<file path="config.mk">
export PLATFORM = sky130hd
export DESIGN_NAME = line_buf_arbiter
export DESIGN_NICKNAME = d
export VERILOG_FILES = /design/src/rtl/line_buf_arbiter.sv
export SDC_FILE = /design/constraint.sdc
export NUM_CORES = 1
export LEC_CHECK = 0
export CAP_MARGIN = 20
export CORE_MARGIN = 2
export CORE_UTILIZATION = 30
export DETAILED_ROUTE_END_ITERATION = 12
export GPL_ROUTABILITY_DRIVEN = 1
export GPL_TIMING_DRIVEN = 0
export PLACE_DENSITY_LB_ADDON = 0.12
export SYNTH_ARGS = -nofsm -noshare
export SYNTH_HDL_FRONTEND = slang
export SYNTH_SLANG_ARGS = --single-unit
</file>
<file path="constraint.sdc">
create_clock -name clk -period 4.18 [get_ports clk]
set_input_delay 0.418 -clock clk [delete_from_list [all_inputs] [get_ports clk]]
set_output_delay 0.418 -clock clk [all_outputs]
set_load 0.05 [all_outputs]
</file>
<file path="src/rtl/line_buf_arbiter.sv">
// Line-buffer RAM arbiter: two requesters share one single-port RAM using
// round-robin burst ownership, an atomic-sequence lock and a fairness limit.
module line_buf_arbiter #(
   parameter int  WIDTH     = 8,
   parameter int  LEN       = 256,
   parameter int  MAX_BURST = 16,
   localparam int AW        = $clog2(LEN)
) (
   input  logic             clk,
   input  logic             rst,

   input  logic             a_req,
   input  logic             a_lock,
   input  logic             a_we,
   input  logic [AW-1:0]    a_addr,
   input  logic [WIDTH-1:0] a_wdata,
   output logic             a_gnt,
   output logic             a_rvalid,
   output logic [WIDTH-1:0] a_rdata,

   input  logic             b_req,
   input  logic             b_lock,
   input  logic             b_we,
   input  logic [AW-1:0]    b_addr,
   input  logic [WIDTH-1:0] b_wdata,
   output logic             b_gnt,
   output logic             b_rvalid,
   output logic [WIDTH-1:0] b_rdata,

   output logic [AW-1:0]    mem_addr,
   output logic [WIDTH-1:0] mem_din,
   output logic             mem_we,
   input  logic [WIDTH-1:0] mem_dout
);

   typedef enum logic [1:0] {
      IDLE  = 2'd0,
      OWN_A = 2'd1,
      OWN_B = 2'd2
   } state_t;

   localparam logic       LAST_A    = 1'b0;
   localparam logic       LAST_B    = 1'b1;
   localparam logic [8:0] BURST_LIM = 9'(MAX_BURST);

   state_t           state;
   state_t           state_next;
   logic             last;
   logic [7:0]       bcnt;
   logic             acc_a;
   logic             acc_b;
   logic             acc_own;
   logic             want_a;
   logic             want_b;
   logic [8:0]       bsum;
   logic             burst_hit;
   logic [WIDTH-1:0] a_hold;
   logic [WIDTH-1:0] b_hold;

   assign a_gnt   = (state == OWN_A);
   assign b_gnt   = (state == OWN_B);
   assign acc_a   = a_req & a_gnt;
   assign acc_b   = b_req & b_gnt;
   assign acc_own = acc_a | acc_b;
   assign want_a  = a_req | a_lock;
   assign want_b  = b_req | b_lock;

   // The access in the current cycle counts toward the limit, so the owner
   // hands over right after its MAX_BURST-th access.
   assign bsum      = {1'b0, bcnt} + {8'd0, acc_own};
   assign burst_hit = (bsum >= BURST_LIM);

   always_comb begin
      state_next = state;
      case (state)
         IDLE: begin
            if (want_a && want_b) begin
               state_next = (last == LAST_B) ? OWN_A : OWN_B;
            end else if (want_a) begin
               state_next = OWN_A;
            end else if (want_b) begin
               state_next = OWN_B;
            end
         end
         OWN_A: begin
            if (!a_lock) begin
               if (want_b && (!a_req || burst_hit)) begin
                  state_next = OWN_B;
               end else if (!a_req && !want_b) begin
                  state_next = IDLE;
               end
            end
         end
         OWN_B: begin
            if (!b_lock) begin
               if (want_a && (!b_req || burst_hit)) begin
                  state_next = OWN_A;
               end else if (!b_req && !want_a) begin
                  state_next = IDLE;
               end
            end
         end
         default: state_next = IDLE;
      endcase
   end

   always_ff @(posedge clk) begin
      if (rst) begin
         state <= IDLE;
         last  <= LAST_B;
         bcnt  <= 8'd0;
      end else begin
         state <= state_next;
         if (state_next != state && state_next == OWN_A) begin
            last <= LAST_A;
            bcnt <= 8'd0;
         end else if (state_next != state && state_next == OWN_B) begin
            last <= LAST_B;
            bcnt <= 8'd0;
         end else if (acc_own && bcnt != 8'hFF) begin
            bcnt <= bcnt + 8'd1;
         end
      end
   end

   always_comb begin
      mem_addr = '0;
      mem_din  = '0;
      mem_we   = 1'b0;
      case (state)
         OWN_A: begin
            mem_addr = a_addr;
            mem_din  = a_wdata;
            mem_we   = a_we & acc_a;
         end
         OWN_B: begin
            mem_addr = b_addr;
            mem_din  = b_wdata;
            mem_we   = b_we & acc_b;
         end
         default: ;
      endcase
   end

   // Read data is passed straight through while valid and held afterwards,
   // so the requester can sample it late without the RAM output changing.
   always_ff @(posedge clk) begin
      if (rst) begin
         a_rvalid <= 1'b0;
         b_rvalid <= 1'b0;
         a_hold   <= '0;
         b_hold   <= '0;
      end else begin
         a_rvalid <= acc_a & ~a_we;
         b_rvalid <= acc_b & ~b_we;
         if (a_rvalid) a_hold <= mem_dout;
         if (b_rvalid) b_hold <= mem_dout;
      end
   end

   assign a_rdata = a_rvalid ? mem_dout : a_hold;
   assign b_rdata = b_rvalid ? mem_dout : b_hold;

endmodule
</file>
==> results.sh, run 1 <==
export IMPL_status="finished, final reports clean"
export IMPL_p_leak_nw=1.05
export IMPL_grt_util_met2_pct=27.4
export IMPL_postCtsSetupBuffers=0
export IMPL_cap_violations=0
export IMPL_cts_max_level=2
export IMPL_num_vias=2055
export IMPL_tightest_slew_ns=0.697
export IMPL_multi_input_area_mm2=0.00136
export IMPL_syn_area_per_cell_um2=9.21
export IMPL_async_flop_share_pct=0
export IMPL_cellInternalPower_mw=0.711
export IMPL_nNetsFinal=360
export IMPL_cp_data_required_time_ns=4.32
export IMPL_finalCritPeriodShare_pct=91.9
export IMPL_switching_share_pct=45.1
export IMPL_maxSlewViolCount=0
export IMPL_n_fill_cell=630
export IMPL_holdBufCountCts=0
export IMPL_vias_per_cell=5.38
export IMPL_max_freq_mhz=260
export IMPL_die_area_mm2=0.00733
export IMPL_synth_edf_count=0
export IMPL_io_buffer_count=80
export IMPL_syn_to_final_growth_pct=50.5
export IMPL_synth_distinct_cells=60
export IMPL_fin_skew_ns=0.00580
export IMPL_dp_hpwl_um=4430
export IMPL_synth_nets=273
export IMPL_cts_buffers=5
export IMPL_drt_initial_drc_count=91
export IMPL_grt_use_met3_pct=3.37
export IMPL_dpl_cell_area_mm2=0.00290
export IMPL_worst_hold_slack_ns=0.527
export IMPL_worst_setup_path_end_kind="register"
export IMPL_grt_pass1_wl_um=9750
export IMPL_core_area_mm2=0.00639
export IMPL_worstRegToRegCells=12
export IMPL_grt_busiest_layer="met2"
export IMPL_hold_viol_final=0
export IMPL_ys_ff_latch=29
export IMPL_drive_above_1_share_pct=11.5
export IMPL_p_clk_share_pct=16.6
export IMPL_setup_violations=0
export IMPL_start_util_pct=31.3
export IMPL_grt_use_total_pct=16.5
export IMPL_antennaDiodeCount=0
export IMPL_cts_resized=0
export IMPL_worstSetupPathType="reg -> reg"
export IMPL_cts_sinks=29
export IMPL_grtUsageMet1_pct=21.5
export IMPL_design_area_mm2=0.00301
export IMPL_place_ws_ns=0.0703
export IMPL_wl_um=5830
export IMPL_min_path_type="in -> reg"
export IMPL_clockBufferDepth=2
export IMPL_register_area_um2=581
export IMPL_final_cells=382
export IMPL_synthCells=217
export IMPL_drc_errors=0
export IMPL_irDropWorstVdd_uv=290
export IMPL_wire_per_inst_um=15.3
export IMPL_combinationalPowerShare_pct=58.0
export IMPL_synth_top_area_share_pct=29.1
export IMPL_dp_cells=374
export IMPL_die_x_um=85.6
export IMPL_grt_max_degree=11
export IMPL_synth_area_leaders="dfxtp_1 (29%), nor2b_1 (10%), mux2_2 (9.0%)"
export IMPL_cp_max_fo=9
export IMPL_cts_tree="yes"
export IMPL_ys_flop_type="dfxtp_1"
export IMPL_setup_ws_ns=0.338
export IMPL_gp_congestion=0.807
export IMPL_syn_cell_area_mm2=0.00200
export IMPL_seq_power_share_pct=25.4
export IMPL_root_buffer="clkbuf_8"
export IMPL_gr_total_overflow=0
export IMPL_powerDensity_mw_per_mm2=431
export IMPL_period_needed_ns=3.84
export IMPL_path_clk_slew_ns=0.06
export IMPL_insertion_delay_ns=0.28
export IMPL_p_switching_mw=0.584
export IMPL_fp_row_count=29
export IMPL_antenna_found_initial=0
export IMPL_min_path_cells=2
export IMPL_ys_warn_count=0
export IMPL_ys_seq_area_share_pct=29.1
export IMPL_drtAntennaViolNets=0
export IMPL_synth_top_area_cell="dfxtp_1"
export IMPL_grt_pass1_vias=1983
export IMPL_ioPinCount=85
export IMPL_relSlewSlack_pct=53.3
export IMPL_critical_path_arrival_ns=3.98
export IMPL_start_kind="register"
export IMPL_die_h_um=85.6
export IMPL_drtPass1Iterations=4
[final timing paths]
path / start / to / slack (ns)
setup / recovery: state[0] / bcnt[2] / 0.34
hold / removal: rst / a_hold[0] / 0.53
setup reg to reg: state[0] / bcnt[2] / 0.34
hold reg to reg: last / last / 0.57
[kinds of logic after synthesis]
logic type / Yosys count / synth area share (%)
XOR/XNOR: 7 / 3.07
AND/OR/NAND/NOR: 72 / 22.0
buffers and inverters: 20 / 4.13
adder cells (fa/ha/maj): 8 / 5.01
flip-flops: 29 / 29.1
multiplexers: 17 / 9.52
AO/OA/AOI/OAI: 64 / 27.2
[through the flow]
step	util, %	power [mW]	TNS (ns)
after floorplan	-	0.829	0
after global placement	45.3	1.05	0
after detailed placement	45.3	1.06	0
after CTS	46.6	1.28	0
after global routing	47.1	1.38	-0.00626
final	47.1	1.30	0
[state kept, by name, summed over array words and instances (netlist names)]
register / flops
a_rvalid: 1
bcnt: 8
a_hold: 8
last: 1
b_rvalid: 1
state: 2
b_hold: 8
[synth_stat cells, types with 2 or more instances]
master     count
o21ai_0        5
a22oi_1       16
nor3_1         6
mux2_2        16
ha_1           8
a311oi_1       9
a21boi_0       3
xor2_1         4
nand4_1        6
a31oi_1        2
dfxtp_1       29
buf_1          2
xnor2_1        3
inv_1          5
o21a_1         2
nand2_1        9
nor2b_1       33
nor2_1         2
nand3_1        3
a2111oi_2      2
clkbuf_1      12
a21o_1         2
[layer usage]
| metal | share of wire, % | wire length [um] |
|---|---|---|
| met1 | 45 | 2610 |
| met4 | 1.2 | 70 |
| met5 | 0 | 0 |
| met3 | 6.2 | 359 |
| met2 | 48 | 2790 |
[cell usage in the layout, fill, tap and decap left out, types with 8 or more instances in the layout]
cell / synthesis / routed
clkbuf_1: 12 / 13
ha_1: 8 / 8
dfxtp_1: 29 / 29
a311oi_1: 9 / 9
mux2_2: 16 / 16
clkdlybuf4s50_1: 0 / 80
nor2b_1: 33 / 33
nand2_1: 9 / 9
a22oi_1: 16 / 16
[power by group through the flow]
stage          clock network (mW)  logic, mW  registers (mW)
2_1_floorplan                   0      0.504           0.325
3_5_place_dp                    0      0.724           0.333
6_report                    0.216      0.751           0.329
4_1_cts                     0.224      0.727           0.328
5_1_grt                     0.240      0.809           0.333
3_3_place_gp                    0      0.719           0.334
[final cells by class]
type	count	area share [%]
sequential	29	19.3
timing repair buffer	80	26.6
inverter	5	0.624
clock buffer	6	2.41
multi-input combinational	168	45.4
buffer	15	2.12
clock inverter	2	0.333
tap	77	3.20
[critical path, cell delays in order, from the launching register on]
cell and delay [ns]:
dfxtp_1 0.54, inv_1 0.18, ha_1 0.31, nand2_1 0.25
nand2_1 0.12, ha_1 0.19, ha_1 0.25, a311oi_1 0.37
a41oi_1 0.16, a2111oi_2 0.53, a2111oi_4 0.15, a221oi_4 0.49
a311oi_1 0.16
Note: power is estimated with default switching activity, not from simulation.
==> inputs of run 2 (changes only) <==
--- a/config.mk
+++ b/config.mk
@@ -7,7 +7,7 @@
 export LEC_CHECK = 0
 export CAP_MARGIN = 20
 export CORE_MARGIN = 2
-export CORE_UTILIZATION = 30
+export CORE_UTILIZATION = 43
 export DETAILED_ROUTE_END_ITERATION = 12
 export GPL_ROUTABILITY_DRIVEN = 1
 export GPL_TIMING_DRIVEN = 0
==> run 2 against run 1 <==
  * Clock power grew 3%
  * Sequential cell count is the same
  * Power shrank 2.0%
  * First-iteration DRC count grew 52%
  * Cell count shrank 6.5%
  * Global-route usage grew 4.5 points
  * Non-clock buffer count is the same
  * Critical endpoint is now bcnt[7]
==> results.sh, run 2 (synthesis results as in run 1) <==
export IMPL_r2r_setup_slack_ns=0.30
export IMPL_tns_ns=0
export IMPL_syn_to_final_growth_pct=47.9
export IMPL_status="finished, final reports clean"
export IMPL_start_kind="register"
export IMPL_combinationalPowerShare_pct=56.9
export IMPL_die_area_mm2=0.00521
export IMPL_max_freq_mhz=257
export IMPL_rsz0062_at_grt="no"
export IMPL_dpl_cell_area_mm2=0.00286
export IMPL_register_area_um2=581
export IMPL_ioPinCount=85
export IMPL_design_area_mm2=0.00296
export IMPL_cp_data_required_time_ns=4.32
export IMPL_vias_per_cell=5.76
export IMPL_worstRegToRegCells=12
export IMPL_cts_max_level=2
export IMPL_core_area_mm2=0.00441
export IMPL_drtAntennaViolNets=0
export IMPL_gp_congestion=0.860
export IMPL_antenna_found_initial=0
export IMPL_multi_input_area_mm2=0.00134
export IMPL_grt_use_total_pct=21.0
export IMPL_cap_violations=0
export IMPL_drtPass1Iterations=4
export IMPL_worst_setup_path_end_kind="register"
export IMPL_worstSetupPathType="reg -> reg"
export IMPL_final_cell_mix="clkdlybuf4s50_1 (80), nor2b_1 (33), dfxtp_1 (29), a22oi_1 (16), mux2_2 (16)"
export IMPL_switching_share_pct=45.2
export IMPL_critical_path_arrival_ns=4.02
export IMPL_wl_um=5430
export IMPL_cts_sinks=29
export IMPL_seq_power_share_pct=25.6
export IMPL_path_clk_slew_ns=0.07
export IMPL_irDropWorstVdd_uv=253
export IMPL_cts_buffers=5
export IMPL_dp_hpwl_um=4110
export IMPL_fin_util_pct=67.0
export IMPL_hold_viol_final=0
export IMPL_min_path_cells=2
export IMPL_power_mw=1.27
export IMPL_start_util_pct=45.3
export IMPL_antennaDiodeCount=0
export IMPL_reg_top3="a_hold x8, b_hold x8, bcnt x8"
export IMPL_insertion_delay_ns=0.28
export IMPL_maxSlewViolCount=0
export IMPL_wire_per_inst_um=15.2
export IMPL_reg2reg_to="bcnt[7]"
export IMPL_finalCritPeriodShare_pct=92.9
export IMPL_powerDensity_mw_per_mm2=430
export IMPL_postCtsSetupBuffers=0
export IMPL_num_vias=2058
export IMPL_drc_errors=0
export IMPL_die_x_um=72.2
export IMPL_relSlewSlack_pct=53.3
export IMPL_cts_tree="yes"
export IMPL_cellInternalPower_mw=0.696
export IMPL_cp_max_fo=9
export IMPL_p_switching_mw=0.573
export IMPL_hold_start="rst"
export IMPL_fp_row_count=24
export IMPL_p_leak_nw=1.04
export IMPL_die_h_um=72.2
export IMPL_n_fill_cell=375
export IMPL_grt_pass1_wl_um=8790
export IMPL_worst_hold_slack_ns=0.514
export IMPL_holdBufCountCts=0
export IMPL_gr_total_overflow=0
export IMPL_p_clk_share_pct=17.5
export IMPL_grt_pass1_vias=2005
export IMPL_layout_commonest_cell="clkdlybuf4s50_1"
export IMPL_drive_above_1_share_pct=11.8
export IMPL_root_buffer="clkbuf_8"
export IMPL_min_to="b_hold[1]"
export IMPL_nNetsFinal=360
export IMPL_period_needed_ns=3.88
export IMPL_min_path_type="in -> reg"
export IMPL_fin_skew_ns=0.00896
export IMPL_drt_initial_drc_count=138
export IMPL_r2r_start="state[0]"
export IMPL_tightest_slew_ns=0.694
export IMPL_grt_max_degree=11
export IMPL_clockBufferDepth=2
export IMPL_setup_violations=0
export IMPL_io_buffer_count=80
[run 2: cell count changes in the layout (fill, tap and decap cells not counted), sizes merged]
cell | previous run | this run
clkinvlp | 0 | 1
clkbuf | 18 | 17
[run 2: how the worst max path moves through the flow]
stage | start | to | slack, ns
floorplan | state[0] | bcnt[0] | 0.66
global placement | b_req | bcnt[5] | 0.18
detailed placement | b_req | bcnt[7] | 0.16
CTS | state[0] | bcnt[7] | 0.36
global route | state[0] | bcnt[4] | 0.04
finish | state[0] | bcnt[7] | 0.30
[run 2: critical path, stage by stage, from the launching register on]
cell and delay [ns]:
dfxtp_1 0.49, inv_1 0.17, ha_1 0.31, nand2_1 0.26, nand2_1 0.12, ha_1 0.19
ha_1 0.25, a311oi_1 0.38, a41oi_1 0.16, a2111oi_2 0.45, a2111oi_2 0.15, a221oi_2 0.62
a311oi_1 0.18
[run 2: power by group through the flow]
stage                     Sequential [mW]  Combinational (mW)  Clock (mW)
after floorplan                     0.325               0.504           0
after global placement              0.330               0.709           0
after detailed placement            0.331               0.711           0
after CTS                           0.325               0.716       0.229
after global routing                0.328               0.776       0.242
final                               0.325               0.722       0.222
[run 2: metal layers]
layer | track usage (%) | wire length (um) | vias to the layer above
met4 | 6.71 | 28 | 0
met5 | 0 | 0 | -
met2 | 36.0 | 2670 | 90
met3 | 5.83 | 423 | 2
met1 | 25.4 | 2300 | 956
li1 | - | - | 1010
[run 2: final cells by class]
type | instances | area share [%]
multi-input combinational | 168 | 45.3
tap | 52 | 2.20
buffer | 15 | 2.16
timing repair buffer | 80 | 27.1
clock buffer | 5 | 2.33
clock inverter | 3 | 0.593
inverter | 5 | 0.635
sequential | 29 | 19.6
[run 2: what timing repair did]
action                                  4_1_cts  5_1_grt
gates resized for setup                       0        1
endpoints found under the setup margin        0        6
hold endpoints to repair                      0        0
[run 2: stage by stage]
step / cells / setup WS, ns
floorplan: 217 / 0.665
finish: 357 / 0.296
global route: 357 / 0.0389
CTS: 357 / 0.364
global placement: 349 / 0.177
detailed placement: 349 / 0.164
==> inputs of run 3 (changes only) <==
--- a/config.mk
+++ b/config.mk
@@ -5,13 +5,16 @@
 export SDC_FILE = /design/constraint.sdc
 export NUM_CORES = 1
 export LEC_CHECK = 0
+export ABC_AREA = 1
 export CAP_MARGIN = 20
+export CORE_ASPECT_RATIO = 0.7
 export CORE_MARGIN = 2
-export CORE_UTILIZATION = 43
+export CORE_UTILIZATION = 41
 export DETAILED_ROUTE_END_ITERATION = 12
 export GPL_ROUTABILITY_DRIVEN = 1
 export GPL_TIMING_DRIVEN = 0
 export PLACE_DENSITY_LB_ADDON = 0.12
+export SLEW_MARGIN = 20
 export SYNTH_ARGS = -nofsm -noshare
 export SYNTH_HDL_FRONTEND = slang
 export SYNTH_SLANG_ARGS = --single-unit
==> run 3 against run 2 <==
  * Synthesized cell count up 28%
  * Sequential cell count did not move
  * Routed wire length down 6.6%
  * Highest routed layer unchanged
  * Sequential share of layout area rose by 1.4 points
  * Sequential power fell by 3%
  * Final area down 6.6%
==> results.sh, run 3 <==
export IMPL_cp_data_required_time_ns=3.76
export IMPL_io_buffer_count=84
export IMPL_tightest_slew_ns=0.563
export IMPL_grt_pass1_vias=1827
export IMPL_num_vias=2006
export IMPL_cts_resized=0
export IMPL_ys_ff_latch=29
export IMPL_relSlewSlack_pct=62.4
export IMPL_root_buffer="clkbuf_8"
export IMPL_cpMaxStageDelayCell="clkdlybuf4s50_1"
export IMPL_synth_nets=334
export IMPL_register_area_um2=581
export IMPL_status="finished, final reports clean"
export IMPL_grt_pass1_wl_um=8360
export IMPL_cp_max_fo=10
export IMPL_cp_common_cell="clkbuf_1"
export IMPL_yosys_top_cells_count="nand2_1 (108), a21oi_1 (38), dfxtp_1 (29)"
export IMPL_synthCells=278
export IMPL_start_kind="register"
export IMPL_min_path_type="reg -> reg"
export IMPL_max_stage_delay_ns=0.85
export IMPL_insertion_delay_ns=0.29
export IMPL_dp_hpwl_um=4090
export IMPL_max_freq_mhz=295
export IMPL_p_leak_nw=1.16
export IMPL_rsz0062_at_grt="no"
export IMPL_reg_top3="a_hold x8, b_hold x8, bcnt x8"
export IMPL_drtAntennaViolNets=0
export IMPL_synth_distinct_cells=27
export IMPL_n_fill_cell=355
export IMPL_synth_edf_count=0
export IMPL_start_util_pct=43.8
export IMPL_setup_violations=0
export IMPL_antenna_found_initial=0
export IMPL_clockBufferDepth=2
export IMPL_antennaDiodeCount=0
export IMPL_syn_cell_area_mm2=0.00177
export IMPL_vias_per_cell=4.75
export IMPL_irDropWorstVdd_uv=431
export IMPL_yosysMostFrequentCell="nand2_1"
export IMPL_syn_to_final_growth_pct=56.1
export IMPL_grt_use_total_pct=22.9
export IMPL_ys_flop_type="dfxtp_1"
export IMPL_cts_sinks=29
export IMPL_worst_setup_path_end_kind="output port"
export IMPL_maxSlewViolCount=0
export IMPL_fp_row_count=19
export IMPL_ioPinCount=85
export IMPL_nNetsFinal=425
export IMPL_die_h_um=59.0
export IMPL_ys_seq_area_share_pct=32.8
export IMPL_tns_ns=0
export IMPL_path_cells="inv_1, ha_1, clkbuf_1, clkbuf_1, nand2_1, a21oi_1, clkdlybuf4s50_1"
export IMPL_async_flop_share_pct=0
export IMPL_hold_viol_final=0
export IMPL_final_cell_mix="nand2_1 (108), clkdlybuf4s50_1 (84), a21oi_1 (38), dfxtp_1 (29), nor2_1 (24)"
export IMPL_period_needed_ns=3.39
export IMPL_wire_per_inst_um=12.0
export IMPL_die_x_um=82.5
export IMPL_drtPass1Iterations=4
export IMPL_ys_warn_count=0
export IMPL_powerDensity_mw_per_mm2=406
export IMPL_wl_um=5070
export IMPL_synth_top_area_share_pct=32.8
export IMPL_fin_skew_ns=0.00891
export IMPL_drive_above_1_share_pct=5.41
export IMPL_cts_tree="yes"
export IMPL_synth_top_area_cell="dfxtp_1"
export IMPL_syn_area_per_cell_um2=6.36
export IMPL_cap_violations=0
export IMPL_die_area_mm2=0.00487
export IMPL_holdBufCountCts=0
export IMPL_grt_max_degree=11
export IMPL_finalCritPeriodShare_pct=81.1
export IMPL_gr_total_overflow=0
export IMPL_core_area_mm2=0.00404
export IMPL_postCtsSetupBuffers=0
export IMPL_critical_path_arrival_ns=2.97
export IMPL_drc_errors=0
export IMPL_worst_hold_slack_ns=0.469
export IMPL_multi_input_area_mm2=0.00105
export IMPL_synth_area_leaders="dfxtp_1 (33%), nand2_1 (23%), a21oi_1 (11%)"
export IMPL_path_clk_slew_ns=0.07
export IMPL_worstSetupPathType="reg -> out"
export IMPL_layout_commonest_cell="nand2_1"
export IMPL_gp_congestion=0.867
export IMPL_cts_max_level=2
export IMPL_drt_initial_drc_count=72
export IMPL_cts_buffers=5
[run 3: cell count changes in the layout (fill, tap and decap cells not counted), moves of 5 or more]
cell      before  now
a311oi_1       9    0
nor2b_1       33    0
clkbuf_1      12    7
nand2_1        9  108
nand3_1        3   10
a21oi_1        1   38
nor2_1         2   24
mux2_2        16    0
a22oi_1       16    0
inv_1          5   22
[run 3: worst max-delay path, delay by kind of cell, from the launching register on]
kind                       cells  cell delay, ns
buffers and inverters          4            1.83
adders and majority gates      1            0.24
AOI/OAI and AO/OA              1            0.16
and+or+nand+nor                1            0.09
DFF                            1            0.38
[run 3: where the power goes]
part | internal (mW) | switching [mW]
sequential | 0.296 | 0.0191
combinational | 0.194 | 0.384
clock | 0.115 | 0.114
total | 0.604 | 0.518
[run 3: final cells by class]
cell class | instances | area share, %
Multi-Input combinational cell | 214 | 37.9
Timing Repair Buffer | 84 | 30.4
Sequential cell | 29 | 21.0
Inverter | 24 | 3.26
Clock buffer | 5 | 2.49
Tap cell | 52 | 2.36
Buffer | 11 | 1.86
Clock inverter | 3 | 0.634
[run 3: logic make-up after synthesis]
| logic type | after synthesis | share of synthesized area (%) |
|---|---|---|
| AO/OA/AOI/OAI | 44 | 13.6 |
| XOR/XNOR | 7 | 3.47 |
| adder cells (fa/ha/maj) | 8 | 5.66 |
| buffers and inverters | 35 | 7.99 |
| flip-flops | 29 | 32.8 |
| multiplexers | 1 | 0.566 |
| AND/OR/NAND/NOR | 154 | 35.9 |
[run 3: metal layers]
layer / wire (um) / up-vias / track usage [%]
met1: 2500 / 881 / 32.5
met5: 0 / - / 0
met3: 306 / 9 / 7.52
li1: - / 1067 / -
met2: 2200 / 49 / 32.6
met4: 62 / 0 / 7.49
[run 3: metrics by stage]
stage / instance area [um^2] / utilization [%] / power (mW) / setup slack (ns) / std cells
3_3_place_gp: 2680 / 66.2 / 0.892 / 1.14 / 414
5_1_grt: 2760 / 68.3 / 1.19 / 0.597 / 422
3_5_place_dp: 2680 / 66.2 / 0.897 / 1.14 / 414
2_1_floorplan: 1770 / - / 0.703 / 1.33 / 278
6_report: 2760 / 68.3 / 1.12 / 0.788 / 422
4_1_cts: 2760 / 68.3 / 1.13 / 0.828 / 422
[run 3: final timing paths]
path | start | end | slack, ns | cells past startpoint
hold reg to reg | a_hold[7] | a_hold[7] | 0.47 | 2
hold / removal | a_hold[7] | a_hold[7] | 0.47 | 2
setup reg to reg | state[0] | bcnt[6] | 1.22 | 21
setup / recovery | state[1] | mem_din[4] | 0.79 | 7
